## src/rtl/mdio_pkg.sv

```systemverilog
// Shared types and constants for the MDIO management responder.
package mdio_pkg;

    typedef enum logic [2:0] {
        IDLE,
        ST,
        OP,
        PHYAD,
        REGAD,
        TA,
        DATA
    } mdio_state_t;

    localparam logic [1:0] OP_READ  = 2'b10;
    localparam logic [1:0] OP_WRITE = 2'b01;

    localparam int PREAMBLE_LEN = 32;
    localparam int OP_LEN       = 2;
    localparam int PHYAD_LEN    = 5;
    localparam int REGAD_LEN    = 5;
    localparam int TA_LEN       = 2;
    localparam int DATA_LEN     = 16;

    localparam logic [4:0]  REG_CTRL     = 5'd0;
    localparam logic [4:0]  REG_STATUS   = 5'd1;
    localparam logic [4:0]  REG_ID1      = 5'd2;
    localparam logic [4:0]  REG_ID2      = 5'd3;
    localparam logic [4:0]  REG_SCRATCH0 = 5'd4;
    localparam logic [4:0]  REG_SCRATCH3 = 5'd7;
    localparam logic [15:0] CTRL_RESET   = 16'h1140;

    // Number of mdc edges spent in each frame field.
    function automatic logic [4:0] field_len(input mdio_state_t s);
        case (s)
            OP:      return 5'(OP_LEN);
            PHYAD:   return 5'(PHYAD_LEN);
            REGAD:   return 5'(REGAD_LEN);
            TA:      return 5'(TA_LEN);
            DATA:    return 5'(DATA_LEN);
            default: return 5'd1;
        endcase
    endfunction

    // Registers that accept writes: control and the scratch bank.
    function automatic logic is_writable(input logic [4:0] a);
        return (a == REG_CTRL) || (a >= REG_SCRATCH0 && a <= REG_SCRATCH3);
    endfunction

    function automatic logic [15:0] bit_reverse16(input logic [15:0] v);
        logic [15:0] r;
        for (int i = 0; i < 16; i++) r[i] = v[15-i];
        return r;
    endfunction

endpackage

```

## src/rtl/mdio_sync.sv

```systemverilog
// Brings mdc and mdio_in into the clk domain and flags mdc rising edges.
module mdio_sync (
    input  logic clk,
    input  logic rst,
    input  logic mdc,
    input  logic mdio_in,
    output logic mdc_rise,
    output logic mdio_s
);

    logic mdc_meta_reg, mdc_sync_reg, mdc_prev_reg;
    logic mdio_meta_reg, mdio_sync_reg;

    // Two-stage synchronizers plus one delay stage for edge detection.
    always_ff @(posedge clk) begin
        if (rst) begin
            mdc_meta_reg  <= 1'b0;
            mdc_sync_reg  <= 1'b0;
            mdc_prev_reg  <= 1'b0;
            mdio_meta_reg <= 1'b0;
            mdio_sync_reg <= 1'b0;
        end else begin
            mdc_meta_reg  <= mdc;
            mdc_sync_reg  <= mdc_meta_reg;
            mdc_prev_reg  <= mdc_sync_reg;
            mdio_meta_reg <= mdio_in;
            mdio_sync_reg <= mdio_meta_reg;
        end
    end

    assign mdc_rise = mdc_sync_reg & ~mdc_prev_reg;
    assign mdio_s   = mdio_sync_reg;

endmodule

```

## src/rtl/mdio_responder.sv

```systemverilog
// Clause-22 style MDIO slave with a small register map.
module mdio_responder
    import mdio_pkg::*;
#(
    parameter logic [4:0]  PHY_ADDR       = 5'd1,
    parameter logic [31:0] PHY_ID         = 32'h0022_1620,
    parameter bit          DATA_LSB_FIRST = 1'b0
) (
    input  logic        clk,
    input  logic        rst,
    input  logic        mdc,
    input  logic        mdio_in,
    output logic        mdio_out,
    output logic        mdio_oe,
    input  logic [15:0] status_in,
    output logic [15:0] ctrl_out,
    output logic        wr_strobe,
    output logic [4:0]  wr_addr,
    output logic [15:0] wr_data,
    output logic        busy,
    output logic        frame_err
);

    logic        mdc_rise, mdio_s;
    mdio_state_t state_reg, state_next;
    logic [4:0]  cnt_reg, cnt_next;
    logic [5:0]  pre_cnt_reg, pre_cnt_next;
    logic        frame_err_reg, frame_err_next;
    logic [1:0]  op_reg, op_next;
    logic [4:0]  phyad_reg, phyad_next, regad_reg, regad_next;
    logic [15:0] shift_reg, shift_next;
    logic        oe_reg, oe_next, out_reg, out_next;
    logic        wr_strobe_reg;
    logic [4:0]  wr_addr_reg;
    logic [15:0] wr_data_reg, ctrl_reg;
    logic [15:0] scratch_q [4];
    logic        wr_en;
    logic [15:0] wr_value, read_data;
    logic [4:0]  regad_full;
    logic        field_last, phy_match;

    mdio_sync u_sync (
        .clk      (clk),
        .rst      (rst),
        .mdc      (mdc),
        .mdio_in  (mdio_in),
        .mdc_rise (mdc_rise),
        .mdio_s   (mdio_s)
    );

    assign field_last = (cnt_reg == field_len(state_reg) - 5'd1);
    assign phy_match  = (phyad_reg == PHY_ADDR);
    assign regad_full = {regad_reg[3:0], mdio_s};

    // State, field counter and preamble counter registers.
    always_ff @(posedge clk) begin
        if (rst) begin
            state_reg     <= IDLE;
            cnt_reg       <= '0;
            pre_cnt_reg   <= '0;
            frame_err_reg <= 1'b0;
        end else begin
            state_reg     <= state_next;
            cnt_reg       <= cnt_next;
            pre_cnt_reg   <= pre_cnt_next;
            frame_err_reg <= frame_err_next;
        end
    end

    // Frame sequencing: preamble hunt, start/opcode validation, field walk.
    always_comb begin
        state_next     = state_reg;
        cnt_next       = cnt_reg;
        pre_cnt_next   = pre_cnt_reg;
        frame_err_next = 1'b0;
        if (mdc_rise) begin
            cnt_next = field_last ? 5'd0 : cnt_reg + 5'd1;
            unique case (state_reg)
                IDLE: begin
                    if (mdio_s) begin
                        if (pre_cnt_reg != 6'(PREAMBLE_LEN)) pre_cnt_next = pre_cnt_reg + 6'd1;
                    end else begin
                        pre_cnt_next = '0;
                        if (pre_cnt_reg == 6'(PREAMBLE_LEN)) state_next = ST;
                    end
                end
                ST: begin
                    if (mdio_s) begin
                        state_next = OP;
                    end else begin
                        frame_err_next = 1'b1;
                        state_next     = IDLE;
                    end
                end
                OP: begin
                    if (field_last) begin
                        if ({op_reg[0], mdio_s} == OP_READ || {op_reg[0], mdio_s} == OP_WRITE) begin
                            state_next = PHYAD;
                        end else begin
                            frame_err_next = 1'b1;
                            state_next     = IDLE;
                        end
                    end
                end
                PHYAD: if (field_last) state_next = REGAD;
                REGAD: if (field_last) state_next = TA;
                TA:    if (field_last) state_next = DATA;
                DATA:  if (field_last) state_next = IDLE;
                default: state_next = IDLE;
            endcase
        end
    end

    // Read data selected by the register address completed at E0.
    always_comb begin
        read_data = 16'h0000;
        if (regad_full == REG_CTRL)                 read_data = ctrl_reg;
        else if (regad_full == REG_STATUS)          read_data = status_in;
        else if (regad_full == REG_ID1)             read_data = PHY_ID[31:16];
        else if (regad_full == REG_ID2)             read_data = PHY_ID[15:0];
        else if (regad_full[4:2] == 3'b001)         read_data = scratch_q[regad_full[1:0]];
    end

    // Field capture, read serialisation and write commit decision.
    always_comb begin
        op_next    = op_reg;
        phyad_next = phyad_reg;
        regad_next = regad_reg;
        shift_next = shift_reg;
        oe_next    = oe_reg;
        out_next   = out_reg;
        wr_en      = 1'b0;
        wr_value   = DATA_LSB_FIRST ? bit_reverse16({shift_reg[14:0], mdio_s})
                                    : {shift_reg[14:0], mdio_s};
        if (mdc_rise) begin
            case (state_reg)
                OP:    op_next    = {op_reg[0], mdio_s};
                PHYAD: phyad_next = {phyad_reg[3:0], mdio_s};
                REGAD: begin
                    regad_next = regad_full;
                    if (field_last) shift_next = DATA_LSB_FIRST ? bit_reverse16(read_data) : read_data;
                end
                TA: begin
                    if (op_reg == OP_READ && phy_match) begin
                        if (cnt_reg == 5'd0) begin
                            oe_next  = 1'b1;
                            out_next = 1'b0;
                        end else begin
                            out_next   = shift_reg[15];
                            shift_next = {shift_reg[14:0], 1'b0};
                        end
                    end
                end
                DATA: begin
                    if (field_last) begin
                        oe_next  = 1'b0;
                        out_next = 1'b0;
                    end
                    if (op_reg == OP_READ) begin
                        if (!field_last && phy_match) begin
                            out_next   = shift_reg[15];
                            shift_next = {shift_reg[14:0], 1'b0};
                        end
                    end else begin
                        shift_next = {shift_reg[14:0], mdio_s};
                        if (field_last && phy_match && is_writable(regad_reg)) wr_en = 1'b1;
                    end
                end
                default: ;
            endcase
        end
    end

    // Datapath registers, control register and write reporting.
    always_ff @(posedge clk) begin
        if (rst) begin
            op_reg        <= '0;
            phyad_reg     <= '0;
            regad_reg     <= '0;
            shift_reg     <= '0;
            oe_reg        <= 1'b0;
            out_reg       <= 1'b0;
            wr_strobe_reg <= 1'b0;
            wr_addr_reg   <= '0;
            wr_data_reg   <= '0;
            ctrl_reg      <= CTRL_RESET;
        end else begin
            op_reg        <= op_next;
            phyad_reg     <= phyad_next;
            regad_reg     <= regad_next;
            shift_reg     <= shift_next;
            oe_reg        <= oe_next;
            out_reg       <= out_next;
            wr_strobe_reg <= wr_en;
            if (wr_en) begin
                wr_addr_reg <= regad_reg;
                wr_data_reg <= wr_value;
                if (regad_reg == REG_CTRL) ctrl_reg <= wr_value;
            end
        end
    end

    for (genvar gi = 0; gi < 4; gi++) begin : g_scratch
        logic [15:0] q_reg;
        // One scratch register, written only when its address commits.
        always_ff @(posedge clk) begin
            if (rst) q_reg <= '0;
            else if (wr_en && regad_reg == REG_SCRATCH0 + 5'(gi)) q_reg <= wr_value;
        end
        assign scratch_q[gi] = q_reg;
    end

    assign mdio_out  = out_reg;
    assign mdio_oe   = oe_reg;
    assign ctrl_out  = ctrl_reg;
    assign wr_strobe = wr_strobe_reg;
    assign wr_addr   = wr_addr_reg;
    assign wr_data   = wr_data_reg;
    assign frame_err = frame_err_reg;
    assign busy      = (state_reg != IDLE) && (state_reg != ST);

endmodule

```

## config.mk

```make
export PLATFORM = sky130hd
export DESIGN_NAME = mdio_responder
export DESIGN_NICKNAME = d
export VERILOG_FILES = /design/src/rtl/mdio_pkg.sv /design/src/rtl/mdio_sync.sv /design/src/rtl/mdio_responder.sv
export SDC_FILE = /design/constraint.sdc
export NUM_CORES = 1
export LEC_CHECK = 0
export CORE_MARGIN = 3
export CORE_UTILIZATION = 34
export CTS_CLUSTER_DIAMETER = 120
export DETAILED_ROUTE_END_ITERATION = 7
export DONT_BUFFER_PORTS = 1
export PLACE_DENSITY = 0.52
export SKIP_LAST_GASP = 1
export SYNTH_ARGS = -nofsm -noshare
export SYNTH_HDL_FRONTEND = slang
export SYNTH_SLANG_ARGS = --single-unit
```

## constraint.sdc

```tcl
create_clock -name clk -period 5.7 [get_ports clk]
set_input_delay 1.14 -clock clk [delete_from_list [all_inputs] [get_ports clk]]
set_output_delay 1.14 -clock clk [all_outputs]
set_load 0.05 [all_outputs]
```

# ---- Yosys cells after proc, flatten, opt, wreduce, memory -nomap -nowiden
# Cells that the tools add are included.
dict set report word_totals {
  n_memories 0
  ff_bits 152
  mem_bits_ro 0
  elab_cells 145
  output_inout_bits 42
  ram_bits 0
  in_bits 20
  latch_bits 0
}
dict set report op_classes {
  order_cmp 3
  n_shift 0
  n_addsub 3
  n_eq_ne 34
  n_bitwise 4
  reduce_logical 32
  mul 0
  n_mux 46
  n_div 0
}
# cell count
set op_table {}
lappend op_table {{$mux W16} 12}
lappend op_table {{$pmux W16 S3} 1}
lappend op_table {{$bmux W16 S2} 1}
lappend op_table {{$ne A2 B2 Y1 const B} 11}
lappend op_table {{$mux W3} 7}
lappend op_table {{$pmux W3 S7} 1}
lappend op_table {{$eq A5 B3 Y1 const B} 4}
lappend op_table {{$logic_not A5 Y1} 3}
lappend op_table {{$mux W1} 15}
lappend op_table {{$pmux W5 S3} 1}
lappend op_table {{$mux W6} 2}
lappend op_table {{$eq A5 B1 Y1 const B} 2}
lappend op_table {{$eq A5 B2 Y1 const B} 2}
lappend op_table {{$logic_and A1 B1 Y1} 10}
lappend op_table {{$eq A3 B3 Y1 const B} 3}
lappend op_table {{$reduce_and A2 Y1} 4}
lappend op_table {{$reduce_and A8 Y1} 1}
lappend op_table {{$add A6 B1 Y6 const B} 1}
lappend op_table {{$eq A3 B1 Y1 const B} 2}
lappend op_table {{$eq A3 B2 Y1 const B} 2}
lappend op_table {{$eq A6 B6 Y1 const B} 1}
lappend op_table {{$ne A6 B6 Y1 const B} 1}
lappend op_table {{$pmux W1 S2} 3}
lappend op_table {{$reduce_and A3 Y1} 2}
lappend op_table {{23 further kinds} 30}

# ---- Depth between registers and ports, before layout
dict set report depth {
  word_depth 12
  mapped_depth 13
  ltp_nobuf 10
}

# ---- By module
# Synthesis repeated with hierarchy kept, for this count alone.
dict set report unflattened {
  cells_unflattened 756
  hier_area_um2 7110.6
}
# mod area_each_um2 n_inst cells_per_inst
set by_module_without_submodules {}
lappend by_module_without_submodules {mdio_responder 6972.9 1 745}
lappend by_module_without_submodules {mdio_sync 137.6 1 11}

# ---- Worst setup path before layout
# OpenSTA, ideal clock, no wires.
dict set report synth_timing {
  kind {register -> register}
  start {reg state_reg[1]}
  end {reg g_scratch[0].q_reg[10]}
  path_slack_ps 2889
  path_stages_with_launch 13
  period_less_slack_ps 2811
  path_buffers 3
  setup_ps 128
  required_ps 5572
  arrival_time_ps 2683
  path_cell_list {dfxtp_1 -> buf_4 -> clkbuf_1 -> nor2b_1 -> a21oi_1 -> ha_1 -> xor2_1 -> mux2i_1 -> o2111a_4 -> nand4_4 -> buf_4 -> mux2i_1 -> nor2_1}
}
dict set report synth_via {
  elab_chain_cells 12
  word_cells_on_any_way 17
}
# element line
set synth_lines {}
lappend synth_lines {{from (decl)} mdio_responder.sv:25} ;# mdio_state_t state_reg, state_next;
lappend synth_lines {{from (signal assigned)} mdio_responder.sv:63} ;# state_reg <= state_next;
lappend synth_lines {{$eq A3 B3 Y1 or $eq A3 B2 Y1 (tied branches)} mdio_pkg.sv:34} ;# case (s)
lappend synth_lines {{$reduce_or A2 Y1 (no line)} -}
lappend synth_lines {{$pmux W5 S3} mdio_pkg.sv:34}
lappend synth_lines {{$sub A5 B1 Y5} mdio_responder.sv:51} ;# assign field_last = (cnt_reg == field_len(state_reg) - 5'd1);
lappend synth_lines {{$eq A5 B5 Y1} mdio_responder.sv:51}
lappend synth_lines {{$logic_and A1 B1 Y1 (2 in series)} mdio_responder.sv:166} ;# if (field_last && phy_match && is_writable(regad_reg)) wr_en = 1'b1;
lappend synth_lines {{$mux W1} mdio_responder.sv:166}
lappend synth_lines {{$mux W1} mdio_responder.sv:159} ;# if (op_reg == OP_READ) begin
lappend synth_lines {{$mux W1 (*)} mdio_responder.sv:136} ;# case (state_reg)
lappend synth_lines {{$mux W1 (*)} mdio_responder.sv:135} ;# if (mdc_rise) begin
lappend synth_lines {{$logic_and A1 B1 Y1 (*)} mdio_responder.sv:208} ;# else if (wr_en && regad_reg == REG_SCRATCH0 + 5'(gi)) q_reg <= wr_value;
lappend synth_lines {{to (signal assigned)} mdio_responder.sv:208}
lappend synth_lines {{to (decl)} mdio_responder.sv:204} ;# logic [15:0] q_reg;
# Every way passes the cells marked *; elsewhere a longest branch is shown, timed or not.
# A chain may end at the register's enable or synchronous reset.

# ---- Final worst setup path
dict set report layout_timing {
  start {reg state_reg[2]}
  end {reg g_scratch[2].q_reg[7]}
}
dict set report layout_via {
  elab_chain_cells 12
  word_cells_on_any_way 17
}
# element line
set layout_lines {}
lappend layout_lines {{$eq A3 B3 Y1 or $eq A3 B2 Y1 (tied branches)} mdio_pkg.sv:34}
lappend layout_lines {{$reduce_or A2 Y1 (no line)} -}
lappend layout_lines {{$pmux W5 S3} mdio_pkg.sv:34}
lappend layout_lines {{$sub A5 B1 Y5} mdio_responder.sv:51}
lappend layout_lines {{$eq A5 B5 Y1} mdio_responder.sv:51}
lappend layout_lines {{$logic_and A1 B1 Y1 (2 in series)} mdio_responder.sv:166}
lappend layout_lines {{$mux W1} mdio_responder.sv:166}
lappend layout_lines {{$mux W1} mdio_responder.sv:159}
lappend layout_lines {{$mux W1 (*)} mdio_responder.sv:136}
lappend layout_lines {{$mux W1 (*)} mdio_responder.sv:135}
lappend layout_lines {{$logic_and A1 B1 Y1 (*)} mdio_responder.sv:208}
lappend layout_lines {{to (signal assigned)} mdio_responder.sv:208}
lappend layout_lines {{to (decl)} mdio_responder.sv:204}
# Marked as above.

==> impl_metrics.ini <==
[status]
outcome = completed

[clock_network]
clock_latency_ns = 0.42
cts-resized-gates = 0
postCtsSetupRepairBufs = 0
clock_sinks = 152
cts_max_level = 4
numCtsBuffers = 17
clock_path_buffers = 2
hold_buffers = 0
clk_pin_slew_ns = 0.06
cts_tree = yes
cts_root_buf = clkbuf_16

[die]
fp.dieW_microns = 151
die_h_microns = 151
die-area_sq_mm = 0.0227
start_util = 0.349
row_count = 52
boundaryPins = 62
core_area_sq_mm = 0.0204

[critical_path]
r2r-end = g_scratch[2].q_reg[7]$_SDFFE_PP0P_
reg2reg_slack_ns = 1.88
cp.arrival_ns = 4.13
crit_type = reg2reg
r2r_start = state_reg[2]$_SDFFE_PP0P_
ff2ff_path_depth = 10
critPathMaxFanout = 24
worstSetupEndpointType = flip-flop
critPathLaunchType = flip-flop
crit_path_start = state_reg[2]$_SDFFE_PP0P_
cp.required_ns = 6.01
crit_end = g_scratch[2].q_reg[7]$_SDFFE_PP0P_

[sta]
rsz0062_at_grt = no
timing.final.hold_violations = 0
slew_violations = 0
finalCriticalPeriod_ns = 3.82
worstMarginPinSlew_ns = 1.05
fin_tns_setup_ns = 0
clock_skew_ns = 0.00834
slew-limit-headroom = 0.295
fmax_ghz = 0.262
fin_crit_sh = 0.670
setup_viol = 0

[synthesis]
ys_types = 69
syn-cell-area_sq_mm = 0.00711
synth_area_leader_cell = dfxtp_1
async_flop_share = 0
synthFlopType = dfxtp_1
synth_seq_cells = 152
netlist_top_cells_area = dfxtp_1 43%, nand2_1 9.0%, mux2i_1 7.0%
synthesis.nets = 864
synth_edf_count = 0
netlist.area_leader.share = 0.428
synthCells = 839
syn_area_per_cell_sq_um = 8.47
yosysMostFrequentCell = nand2_1
yosysWarnings = 0
synthTopCellsByCount = 171 x nand2_1, 152 x dfxtp_1, 98 x a21oi_1, 79 x nor2_1, 50 x mux2i_1
yosysSeqAreaShare = 0.428

[hold_path]
hp-class = reg2reg

[route]
wl_per_cell_microns = 18.2
drc = 0
finalWirelength_microns = 19500
detail-route-antenna-nets = 0
drt_iter0_drc = 566
vias = 5649
viasPerCell = 5.27
dr.pass1.iters = 6

[finish]
fillerInstances = 2088
fin_area_sq_mm = 0.00773
largest_reg_flops = 64
final_layout_size_suffix_gt1_frac = 0.0861
area_growth_pct = 8.70
fin_util = 0.379
stdcell_count = 1072
layout.nets = 815

[grt]
grt_pass1_wl_microns = 30900
grt_max_degree = 149
gr-total-overflow = 0
antenna_found_initial = 1
grt_pass1_vias = 5283
grt_use_total = 0.176

[power]
cellLeakagePower_uw = 0.00279
ir_drop_v = 0.000119
powerDensity_mw_per_mm2 = 298

[placement]
io_buffers = 0
gp_congestion = 0.778
dp.cells = 1041
dp_hpwl_microns = 12400
dpl_cell_area_sq_mm = 0.00710

[flow_run]
maxCapViolations = 0
-- cells in the final DEF (no fill, tap or decap), types with 3 or more instances in the layout --
| cell type | count |
|---|---|
| xnor2_1 | 3 |
| buf_4 | 6 |
| nor2_1 | 79 |
| nand3_1 | 13 |
| nor2b_1 | 12 |
| and3_1 | 5 |
| nor4_1 | 5 |
| xor2_1 | 6 |
| mux4_2 | 8 |
| clkbuf_16 | 17 |
| nor3b_1 | 3 |
| o21ai_0 | 16 |
| bufinv_16 | 4 |
| o22ai_1 | 3 |
| mux2i_1 | 50 |
| dfxtp_1 | 151 |
| nand2_1 | 171 |
| or2_2 | 3 |
| a211oi_1 | 12 |
| nand3b_1 | 6 |
| a222oi_1 | 9 |
| inv_1 | 12 |
| a21oi_1 | 98 |
| mux2_2 | 7 |
| a221oi_1 | 6 |
| ha_1 | 5 |
| nand4_1 | 4 |
| inv_6 | 3 |
| o211ai_1 | 10 |
| nor3_1 | 13 |
| nand2b_1 | 8 |
-- final cells by class --
class	instances	area, sq um	area share
tap	270	338	0.0437
timing repair buffer	6	45.0	0.00583
clock inverter	9	164	0.0212
multi-input combinational	600	3620	0.469
clock buffer	21	460	0.0596
inverter	13	48.8	0.00632
antenna	1	2.50	0.000324
sequential	152	3040	0.394
-- through the flow --
step,hold slack [ns],setup WS (ns),total power (uW)
3_3_place_gp,0.424,1.96,1120
5_1_grt,0.465,1.50,2380
2_1_floorplan,0.414,2.89,1120
6_report,0.437,1.88,2300
3_5_place_dp,0.429,1.85,1120
4_1_cts,0.442,1.83,2330
-- per-layer routing --
layer	up-vias	track usage	share of wire
li1	2814	-	-
met1	2662	0.247	0.48
met2	143	0.259	0.44
met3	28	0.0515	0.068
met4	2	0.0571	0.018
met5	-	0	0.00067
-- how the worst min path moves through the flow --
stage                                             start  cells past startpoint                                  end
floorplan                u_sync.mdc_meta_reg$_SDFF_PP0_                      1       u_sync.mdc_sync_reg$_SDFF_PP0_
global placement         u_sync.mdc_meta_reg$_SDFF_PP0_                      1       u_sync.mdc_sync_reg$_SDFF_PP0_
detailed placement       u_sync.mdc_meta_reg$_SDFF_PP0_                      1       u_sync.mdc_sync_reg$_SDFF_PP0_
CTS                      u_sync.mdc_meta_reg$_SDFF_PP0_                      1       u_sync.mdc_sync_reg$_SDFF_PP0_
global route        g_scratch[2].q_reg[11]$_SDFFE_PP0P_                      2  g_scratch[2].q_reg[11]$_SDFFE_PP0P_
finish                   u_sync.mdc_meta_reg$_SDFF_PP0_                      1       u_sync.mdc_sync_reg$_SDFF_PP0_
-- report_power, final --
part	switching, uW	total [uW]	internal (uW)	leakage [uW]
Sequential	1.08	1070	1060	0.00123
Clock	450	1210	757	0.000305
Combinational	17.2	29.1	11.9	0.00126
Total	469	2300	1830	0.00279
-- critical path, stage by stage, from the launching register on --
cell and delay (ns):
dfxtp_1 0.88, inv_1 0.19, nor3_1 0.17, a21oi_1 0.07, ha_1 0.24, xor2_1 0.16, mux2i_1 0.41, o2111a_4 0.43
nand4_1 0.76, nand2_1 0.29, a21oi_1 0.09
-- cell families after synthesis --
logic type	count (synthesis)	synth area share
flip-flops	152	0.428
XOR/XNOR	9	0.0111
multiplexers	65	0.107
AO/OA/AOI/OAI	178	0.158
adder cells (fa/ha/maj)	5	0.00880
buffers and inverters	87	0.0621
AND/OR/NAND/NOR	343	0.225
Power figures use the tool's default switching activity.
